`config.mk`:
```
export PLATFORM = sky130hd
export DESIGN_NAME = m_load_unit_flat
export DESIGN_NICKNAME = d
export VERILOG_FILES = /design/src/rtl/m_load_unit_if.sv /design/src/rtl/m_load_unit.sv /design/src/flat_wrapper.sv
export SDC_FILE = /design/constraint.sdc
export NUM_CORES = 1
export LEC_CHECK = 0
export CAP_MARGIN = 10
export CORE_ASPECT_RATIO = 2
export CORE_MARGIN = 10
export CORE_UTILIZATION = 40
export DETAILED_ROUTE_END_ITERATION = 16
export DONT_BUFFER_PORTS = 1
export SETUP_SLACK_MARGIN = 0.4
export SYNTH_ARGS = -nofsm -noshare
export SYNTH_HDL_FRONTEND = slang
export SYNTH_SLANG_ARGS = --single-unit
```
`constraint.sdc`:
```
create_clock -name clk -period 2.9 [get_ports clk]
set_input_delay 0.87 -clock clk [delete_from_list [all_inputs] [get_ports clk]]
set_output_delay 0.87 -clock clk [all_outputs]
set_load 0.01 [all_outputs]
```
`src/rtl/m_load_unit_if.sv`:
```
// Bundles the M-stage load request, data-memory read port and W-stage result
// bus for the load unit. The load unit takes the slave side.
interface m_load_unit_if;
  logic        req_valid;
  logic [31:0] addr;
  logic [2:0]  ld_sel;
  logic [4:0]  rd_in;
  logic        stall;
  logic        flush;
  logic [31:0] mem_addr;
  logic        mem_rd;
  logic [31:0] mem_rdata;
  logic        ld_valid;
  logic [31:0] ld_data;
  logic [4:0]  ld_rd;
  logic        ld_adel;

  modport master (
    output req_valid, addr, ld_sel, rd_in, stall, flush, mem_rdata,
    input  mem_addr, mem_rd, ld_valid, ld_data, ld_rd, ld_adel
  );

  modport slave (
    input  req_valid, addr, ld_sel, rd_in, stall, flush, mem_rdata,
    output mem_addr, mem_rd, ld_valid, ld_data, ld_rd, ld_adel
  );
endinterface

```
`src/rtl/m_load_unit.sv`:
```
// Load unit: issues word-aligned reads to synchronous data memory, realigns and
// extends the returned word, holds it across W-stage stalls, flags AdEL.
module m_load_unit (
  input logic          clk,
  input logic          reset,
  m_load_unit_if.slave bus
);
  typedef enum logic [1:0] {EMPTY, LIVE, HELD} state_t;

  state_t      state_q, state_d;
  logic [31:0] hold_q;
  logic [1:0]  off_q;
  logic [2:0]  sel_q;
  logic [4:0]  rd_q;
  logic        adel_q;

  logic        kind_ok, aligned, go, accept;
  logic [31:0] w, res;
  logic [15:0] half;
  logic [7:0]  byte_v;

  always_comb begin
    kind_ok = bus.ld_sel inside {[3'd1:3'd5]};
    case (bus.ld_sel)
      3'd1:       aligned = (bus.addr[1:0] == 2'b00);
      3'd2, 3'd3: aligned = !bus.addr[0];
      default:    aligned = 1'b1;
    endcase
    go     = bus.req_valid & kind_ok & !bus.stall & !bus.flush & !reset;
    accept = go & aligned;
  end

  assign bus.mem_addr = {bus.addr[31:2], 2'b00};
  assign bus.mem_rd   = accept;

  always_comb begin
    state_d = state_q;
    if (reset || bus.flush) begin
      state_d = EMPTY;
    end else if (bus.stall) begin
      if (state_q == LIVE) state_d = HELD;
    end else begin
      state_d = accept ? LIVE : EMPTY;
    end
  end

  always_ff @(posedge clk) begin
    if (reset) begin
      state_q <= EMPTY;
      hold_q  <= '0;
      off_q   <= '0;
      sel_q   <= '0;
      rd_q    <= '0;
      adel_q  <= 1'b0;
    end else begin
      state_q <= state_d;
      adel_q  <= go & !aligned;
      if (accept) begin
        off_q <= bus.addr[1:0];
        sel_q <= bus.ld_sel;
        rd_q  <= bus.rd_in;
      end
      // Memory output is only valid for one cycle; snapshot it on the first stalled cycle.
      if (!bus.flush && bus.stall && state_q == LIVE) hold_q <= bus.mem_rdata;
    end
  end

  always_comb begin
    w    = (state_q == HELD) ? hold_q : bus.mem_rdata;
    half = off_q[1] ? w[31:16] : w[15:0];
    case (off_q)
      2'd0:    byte_v = w[7:0];
      2'd1:    byte_v = w[15:8];
      2'd2:    byte_v = w[23:16];
      default: byte_v = w[31:24];
    endcase
    res = '0;
    case (sel_q)
      3'd1:    res = w;
      3'd2:    res = {{16{half[15]}}, half};
      3'd3:    res = {16'h0000, half};
      3'd4:    res = {{24{byte_v[7]}}, byte_v};
      3'd5:    res = {24'h000000, byte_v};
      default: res = '0;
    endcase
  end

  assign bus.ld_valid = (state_q != EMPTY);
  assign bus.ld_data  = bus.ld_valid ? res : '0;
  assign bus.ld_rd    = bus.ld_valid ? rd_q : '0;
  assign bus.ld_adel  = adel_q;
endmodule
```
`src/flat_wrapper.sv`:
```
// flat-port wrapper written by rule: the top's interface ports become plain ports
module m_load_unit_flat 
  (clk, reset, bus_req_valid, bus_addr, bus_ld_sel, bus_rd_in, bus_stall, bus_flush, bus_mem_rdata, bus_mem_addr, bus_mem_rd, bus_ld_valid, bus_ld_data, bus_ld_rd, bus_ld_adel);
  m_load_unit_if bus_i ();
  input logic clk;
  input logic reset;
  input wire logic [$bits(bus_i.req_valid)-1:0] bus_req_valid;
  input wire logic [$bits(bus_i.addr)-1:0] bus_addr;
  input wire logic [$bits(bus_i.ld_sel)-1:0] bus_ld_sel;
  input wire logic [$bits(bus_i.rd_in)-1:0] bus_rd_in;
  input wire logic [$bits(bus_i.stall)-1:0] bus_stall;
  input wire logic [$bits(bus_i.flush)-1:0] bus_flush;
  input wire logic [$bits(bus_i.mem_rdata)-1:0] bus_mem_rdata;
  output wire logic [$bits(bus_i.mem_addr)-1:0] bus_mem_addr;
  output wire logic [$bits(bus_i.mem_rd)-1:0] bus_mem_rd;
  output wire logic [$bits(bus_i.ld_valid)-1:0] bus_ld_valid;
  output wire logic [$bits(bus_i.ld_data)-1:0] bus_ld_data;
  output wire logic [$bits(bus_i.ld_rd)-1:0] bus_ld_rd;
  output wire logic [$bits(bus_i.ld_adel)-1:0] bus_ld_adel;
  assign bus_i.req_valid = bus_req_valid;
  assign bus_i.addr = bus_addr;
  assign bus_i.ld_sel = bus_ld_sel;
  assign bus_i.rd_in = bus_rd_in;
  assign bus_i.stall = bus_stall;
  assign bus_i.flush = bus_flush;
  assign bus_i.mem_rdata = bus_mem_rdata;
  assign bus_mem_addr = bus_i.mem_addr;
  assign bus_mem_rd = bus_i.mem_rd;
  assign bus_ld_valid = bus_i.ld_valid;
  assign bus_ld_data = bus_i.ld_data;
  assign bus_ld_rd = bus_i.ld_rd;
  assign bus_ld_adel = bus_i.ld_adel;
  m_load_unit u_core (.clk(clk), .reset(reset), .bus(bus_i));
endmodule
```
==> summary.md <==
| Metric | Value |
|---|---|
| Status | `finished, violations left` |
| Failing checks | `setup timing` |
| Diodes inserted | `0` |
| Synthesized area | `3038 um2` |
| Residual DRC count | `0` |
| # rows | `between 40 and 50` |
| Largest net degree at the start of global routing | `46` |
| CTS root buf | `clkbuf_16` |
| I/O Buffers | `0` |
| CTS tree | `built` |
| CP Launch Type | `primary input` |
| RSZ-0062 raised after global routing | `yes` |
| Initial core utilization | `0.4149` |
| Worst R2R Start | `u_core.state_q[0]` |
| Final hold violations | `0` |
| Reg clk slew, reported paths | `about 0.06 ns` |
| Pwr dens | `~360 nW/um2` |
| Num ports | `about 150` |
| Routed len/inst | `~22 um` |
| Via density | `5.669` |
| Hold Path Class | `flip-flop to flip-flop` |
| Final nets | `455` |
| GRT Total Usage | `0.1604` |
| R2R depth | `5` |
| DR iter-0 viols | `179` |
| DR pass1 iterations | `4` |
| Req. time, crit path | `2.03 ns` |
| Mean Syn Cell Area | `between 7 and 8 um2` |
| Reg2reg setup slack | `0.96 ns` |
| Final ANT Viol Nets | `0` |
| Share of cells above drive strength 1 | `0.2559` |
| Synth unique cells | `39` |
| Max-slew violation count | `0` |
| Place WS | `-0.1574 ns` |
| Kind of critical path | `primary input to primary output` |
| Crit path DAT | `just over 2 ns` |
| # setup viols final | `15` |
| Clock Path Buffers | `2` |
| Gpl congestion | `0.8364` |
| Top post-synthesis cells by area | `dfxtp_1, mux2i_1, nand2_1` |
| Clk_lat worst skew | `slightly below 0.3 ns` |
| Post-detail-place hpwl | `7.317 mm` |
| YS warnings | `0` |
| Final worst-path cycle share | `1.006` |
| Die Span Y | `143.2 um` |
| Synth top area share | `0.2965` |
| Skew final | `about 0.0053 ns` |
| CTS buffer count | `5` |
| CP Capture Type | `primary output` |
| H-tree depth | `2` |
| Critical Path End | `bus_ld_data[27]` |
| Leakage power total | `approximately 0.0013 uW` |
| Via Count | `around 2700` |
| Clock sink total | `45` |
| Core area | `approximately 7300 um2` |
| Placed Cells | `between 400 and 500` |
| Slew @ Worst Pin | `around 0.75 ns` |
| Critical path launch point | `bus_mem_rdata[23]` |
| Drt total wl | `10.21 mm` |
| FF+latch count, synth | `between 40 and 50` |
| Die W | `roughly 80 um` |
| Fin cells | `~470` |
| Fmax | `roughly 340 MHz` |
| Vias in the first global route | `2478` |
| Die ar. | `roughly 12000 um2` |
| Gr ovfl total | `0` |
| Global-route wire length before repair | `approximately 14 mm` |
| Max Cap Viol | `0` |
| Worst-path fanout max | `15` |
| Relative slew slack | `0.5033` |
| Synth Instances | `approximately 390` |
| Reg2Reg Capture Point | `u_core.hold_q[3]` |
| Post-synth top area cell | `dfxtp_1` |
| Seq/Total Area, Yosys | `0.2965` |
| Syn-to-layout area delta | `19.77%` |
| Worst ir drop on vdd | `0.4263 mV` |
| Number of antenna violations at the first check in global routing | `0` |
| Min cycle time layout | `2.916 ns` |
| Setup WS post-layout | `-0.01623 ns` |
critical path: stages:
cell      delay, ns
mux4_2         0.47
nand3b_1       0.14
buf_4          0.13
o21ai_4        0.06
buf_12         0.16
o21a_1         0.21
area by class of cell:
class | count | area (um2)
multi-input combinational | 285 | 2046
tap | 92 | 115.1
sequential | 45 | 914.6
fill | 713 | 3684
inverter | 4 | 15.01
clock buffer | 7 | 152.6
clock inverter | 1 | 5.005
timing repair buffer | 37 | 390.4
through the flow:
step	area, um2	TNS [ns]	hold slack (ns)	utilization	power [uW]
2_1_floorplan	3060	0	0.4357	-	735.5
3_3_place_gp	2917	-2.307	0.4347	0.3983	695.1
3_5_place_dp	2917	-2.336	0.4401	0.3983	695.4
4_1_cts	3174	-0.1837	0.4484	0.4335	1302
5_1_grt	3638	-0.8307	0.4653	0.4969	1335
6_report	3638	-0.1902	0.4487	0.4969	1304
flip-flops by register name, indices dropped and copies added, names as in the netlist:
register	count
u_core.bus.ld_adel	1
u_core.hold_q	32
u_core.off_q	2
u_core.rd_q	5
u_core.sel_q	3
u_core.state_q	2
cell families after synthesis:
logic type | Yosys count | share of synthesized area
buffers and inverters | 64 | 0.1285
other | 1 | 0.001234
AND/OR/NAND/NOR | 136 | 0.1919
flip-flops | 45 | 0.2965
AO/OA/AOI/OAI | 93 | 0.1969
multiplexers | 53 | 0.1849
worst min-delay path by stage:
| stage | start | endpoint | slack [ns] | cells past startpoint |
|---|---|---|---|---|
| finish | u_core.hold_q[26] | u_core.hold_q[26] | 0.45 | 2 |
| global placement | u_core.hold_q[19] | u_core.hold_q[19] | 0.43 | 2 |
| CTS | u_core.hold_q[6] | u_core.hold_q[6] | 0.45 | 2 |
| global route | u_core.hold_q[9] | u_core.hold_q[9] | 0.47 | 2 |
| floorplan | u_core.hold_q[0] | u_core.hold_q[0] | 0.44 | 2 |
| detailed placement | u_core.hold_q[6] | u_core.hold_q[6] | 0.44 | 2 |
cells in the mapped netlist:
library cell / count
dfxtp_1: 45
nand2_1: 75
nor4_1: 1
o21ai_0: 3
a21oi_2: 1
nor2b_1: 8
mux2_4: 1
nor4b_1: 2
and3b_1: 1
mux2i_1: 49
buf_4: 34
o21a_1: 19
a211oi_2: 1
a2111oi_0: 1
clkbuf_1: 18
o22a_1: 6
a21oi_1: 49
nor3_1: 1
o32a_1: 1
conb_1: 1
o31a_1: 6
or2_1: 1
buf_2: 6
o21ai_4: 1
inv_1: 4
o21ai_1: 1
nor2_1: 39
nand2b_1: 3
or4b_1: 1
mux2_2: 1
o22ai_1: 2
and2_1: 1
buf_6: 2
o21ai_2: 1
or3b_2: 1
or4b_2: 1
nand3b_1: 1
o211ai_1: 1
mux4_2: 2
routing by layer:
layer,routed length (um),part of all wire,vias up,global-route usage
li1,-,-,1278,-
met1,3518,0.34,1268,0.1573
met2,5645,0.55,82,0.2965
met3,675,0.066,42,0.04277
met4,374,0.037,0,0.07387
met5,0,0,-,0
layout by cell type, fill, tap and decap left out, types with 7 or more instances in the layout:
| cell type | instances |
|---|---|
| o21a_1 | 12 |
| a21oi_1 | 43 |
| o21a_4 | 7 |
| nand2_1 | 73 |
| mux2i_4 | 7 |
| mux2i_1 | 38 |
| nor2b_1 | 8 |
| buf_4 | 23 |
| nor2_1 | 37 |
| dfxtp_1 | 40 |
power by group:
part	total (uW)	switching (uW)	internal, uW
Sequential	620	2.99	617
Clock	611	246	365
Combinational	72.3	36.3	36.0
Total	1300	285	1020
repair_timing:
action | in CTS | in global routing
buffers inserted | 3 | 19
hold buffers | 0 | 0
gates cloned | 0 | 2
setup endpoints to repair | 32 | 32
gates resized for setup | 17 | 56
pin swaps | 11 | 15
(Power assumes the default switching activity.)
==> RTL change (same flow settings) <==
The 3 states of `state_t` get a one-hot encoding in 3 bits.
--- a/src/rtl/m_load_unit.sv
+++ b/src/rtl/m_load_unit.sv
@@ -7,3 +7,3 @@
 );
-  typedef enum logic [1:0] {EMPTY, LIVE, HELD} state_t;
+  typedef enum logic [2:0] {EMPTY = 3'b001, LIVE = 3'b010, HELD = 3'b100} state_t;
 
Formal check against the unedited RTL: no difference found for any inputs over 10 cycles, from zero or initial values and one cycle with reset high; not proved beyond that.
==> RTL change against the unedited design <==
  * The flow still finishes with violations (setup timing)
  * Area after synthesis is 4.1% higher
  * First-iteration DRC count down 36%
  * Die area rose by 3.3%
  * Non-clock buffer count unchanged
  * Sequential cell count up 1
  * Design area increased by 4.4%
  * Via count is 7.0% higher
  * Total power rose by 0.25%
  * Sequential power is 3% higher
  * Setup slack lost 0.039 ns
  * Routed wire length is 3.2% higher
  * Highest routed layer unchanged
==> RTL change: results (changes against the unedited design) <==
Status
  • Result of the run: finished, violations left
  • Failing checks: setup timing

Global route
  • Vias in the first global route: 2,781 (+12%)
  • Total track usage: 15.8% (-0.24 points)
  • Pin count of the biggest net entering global routing: 44 (-4.3%)

Placement
  • Routability congestion estimate: 0.889 (+6.3%)
  • Area after DPL: 0.00313 mm^2 (+7.2%)
  • DP Cell Count: 476 (+8.4%)
  • Hpwl dp: 7220 um (-1.4%)

Setup path
  • CP peak stage delay: 0.36 ns (-0.11 ns)
  • CP arrival: 2.08 ns (+0.03 ns)
  • FF-to-FF setup slack: 1.33 ns (+0.37 ns)
  • Family with the most delay on the worst path: compound AO/OA/AOI/OAI gates

Pwr
  • VDD IR max: 0.000305 V (-28%)
  • Leakage power: 1.22 nW (-8.0%)

Route
  • Vias: 2,857 (+7.0%)
  • Initial DRC Count: 115 (-36%)
  • Wirelength per Cell: 21.0 um (-3.0%)

Logic synthesis
  • FFs w/ async S/R, synth: 0% (unchanged)
  • Top cells by area, synth: dfxtp_1 (29%), mux2i_1 (14%), nand2_1 (10%), a21oi_1 (8.4%), buf_4 (8.3%)
  • Distinct cells, synth: 33 (-15%)
  • Complex-gate fraction of the synthesized area: 22.2% (+2.5 points)
  • Post-synth top cells: nand2_1 (84), a21oi_1 (53), dfxtp_1 (46), mux2i_1 (45), buf_4 (35)
  • Mux cell area share after synthesis: 15.4% (-3.1 points)

Die
  • Row cnt: 45 (+2.3%)

Finish
  • Largest registers: u_core.hold_q: 32 flops, u_core.rd_q: 5 flops
  • Fillers: 763 (+7.0%)
  • Share of layout cells above drive strength 1: 24.8% (-0.78 points)

Timing
  • Min Hold Slack: 0.451 ns (+0.00235 ns)
  • Final worst setup slack: -0.0549 ns (-0.0387 ns)
  • Endpoints failing setup: 21 (+6)
  • Setup Skew: 0.00812 ns (+0.00283 ns)
  • Final setup TNS: -0.486 ns (-0.296 ns)
[RTL change: layer usage]
metal / part of all wire [%] / global-route usage (%)
met2: 54 / 28.9
met5: 0 / 0
met1: 36 / 15.6
met3: 7.1 / 4.48
met4: 2.8 / 7.71
[RTL change: cell families (layout without fill, tap and decap cells)]
group / after synthesis / after routing
simple gates: 150 / 150
compound gates: 111 / 111
buf+inv: 66 / 50
mux: 48 / 48
flops: 46 / 46
other cells: 1 / 2
[RTL change: path summary, 6_finish.rpt]
| check | startpoint | endpoint | cells past startpoint |
|---|---|---|---|
| setup / recovery | u_core.state_q[1]$_SDFFE_PP0P_ | bus_ld_data[9] | 7 |
| hold / removal | u_core.hold_q[0]$_SDFFE_PP0P_ | u_core.hold_q[0]$_SDFFE_PP0P_ | 2 |
| hold reg to reg | u_core.hold_q[0]$_SDFFE_PP0P_ | u_core.hold_q[0]$_SDFFE_PP0P_ | 2 |
| setup reg to reg | u_core.state_q[1]$_SDFFE_PP0P_ | u_core.hold_q[3]$_SDFFE_PP0P_ | 6 |
[RTL change: report_power, final]
part	internal (W)	leakage (nW)	switching [W]
sequential	0.000633	0.373	0.00000350
clock	0.000320	0.0698	0.000261
combinational	0.0000455	0.777	0.0000450
[RTL change: repair_timing]
action                                  4_1_cts  5_1_grt
setup buffers                                11        2
pin swaps                                    17        6
gates resized for setup                      53       16
endpoints found under the setup margin       32       32
cloned                                        1        3
[RTL change: layout make-up]
cell class              instances  area, um^2  share of cell area (%)
flip-flops and latches         46         932                    24.5
well taps                      94         118                    3.10
repair buffers                 37         418                    11.0
inverters                       5        18.8                   0.494
clock inverters                 3        21.3                   0.560
multi-input cells             311        2170                    57.0
clock buffers                   5         125                    3.29
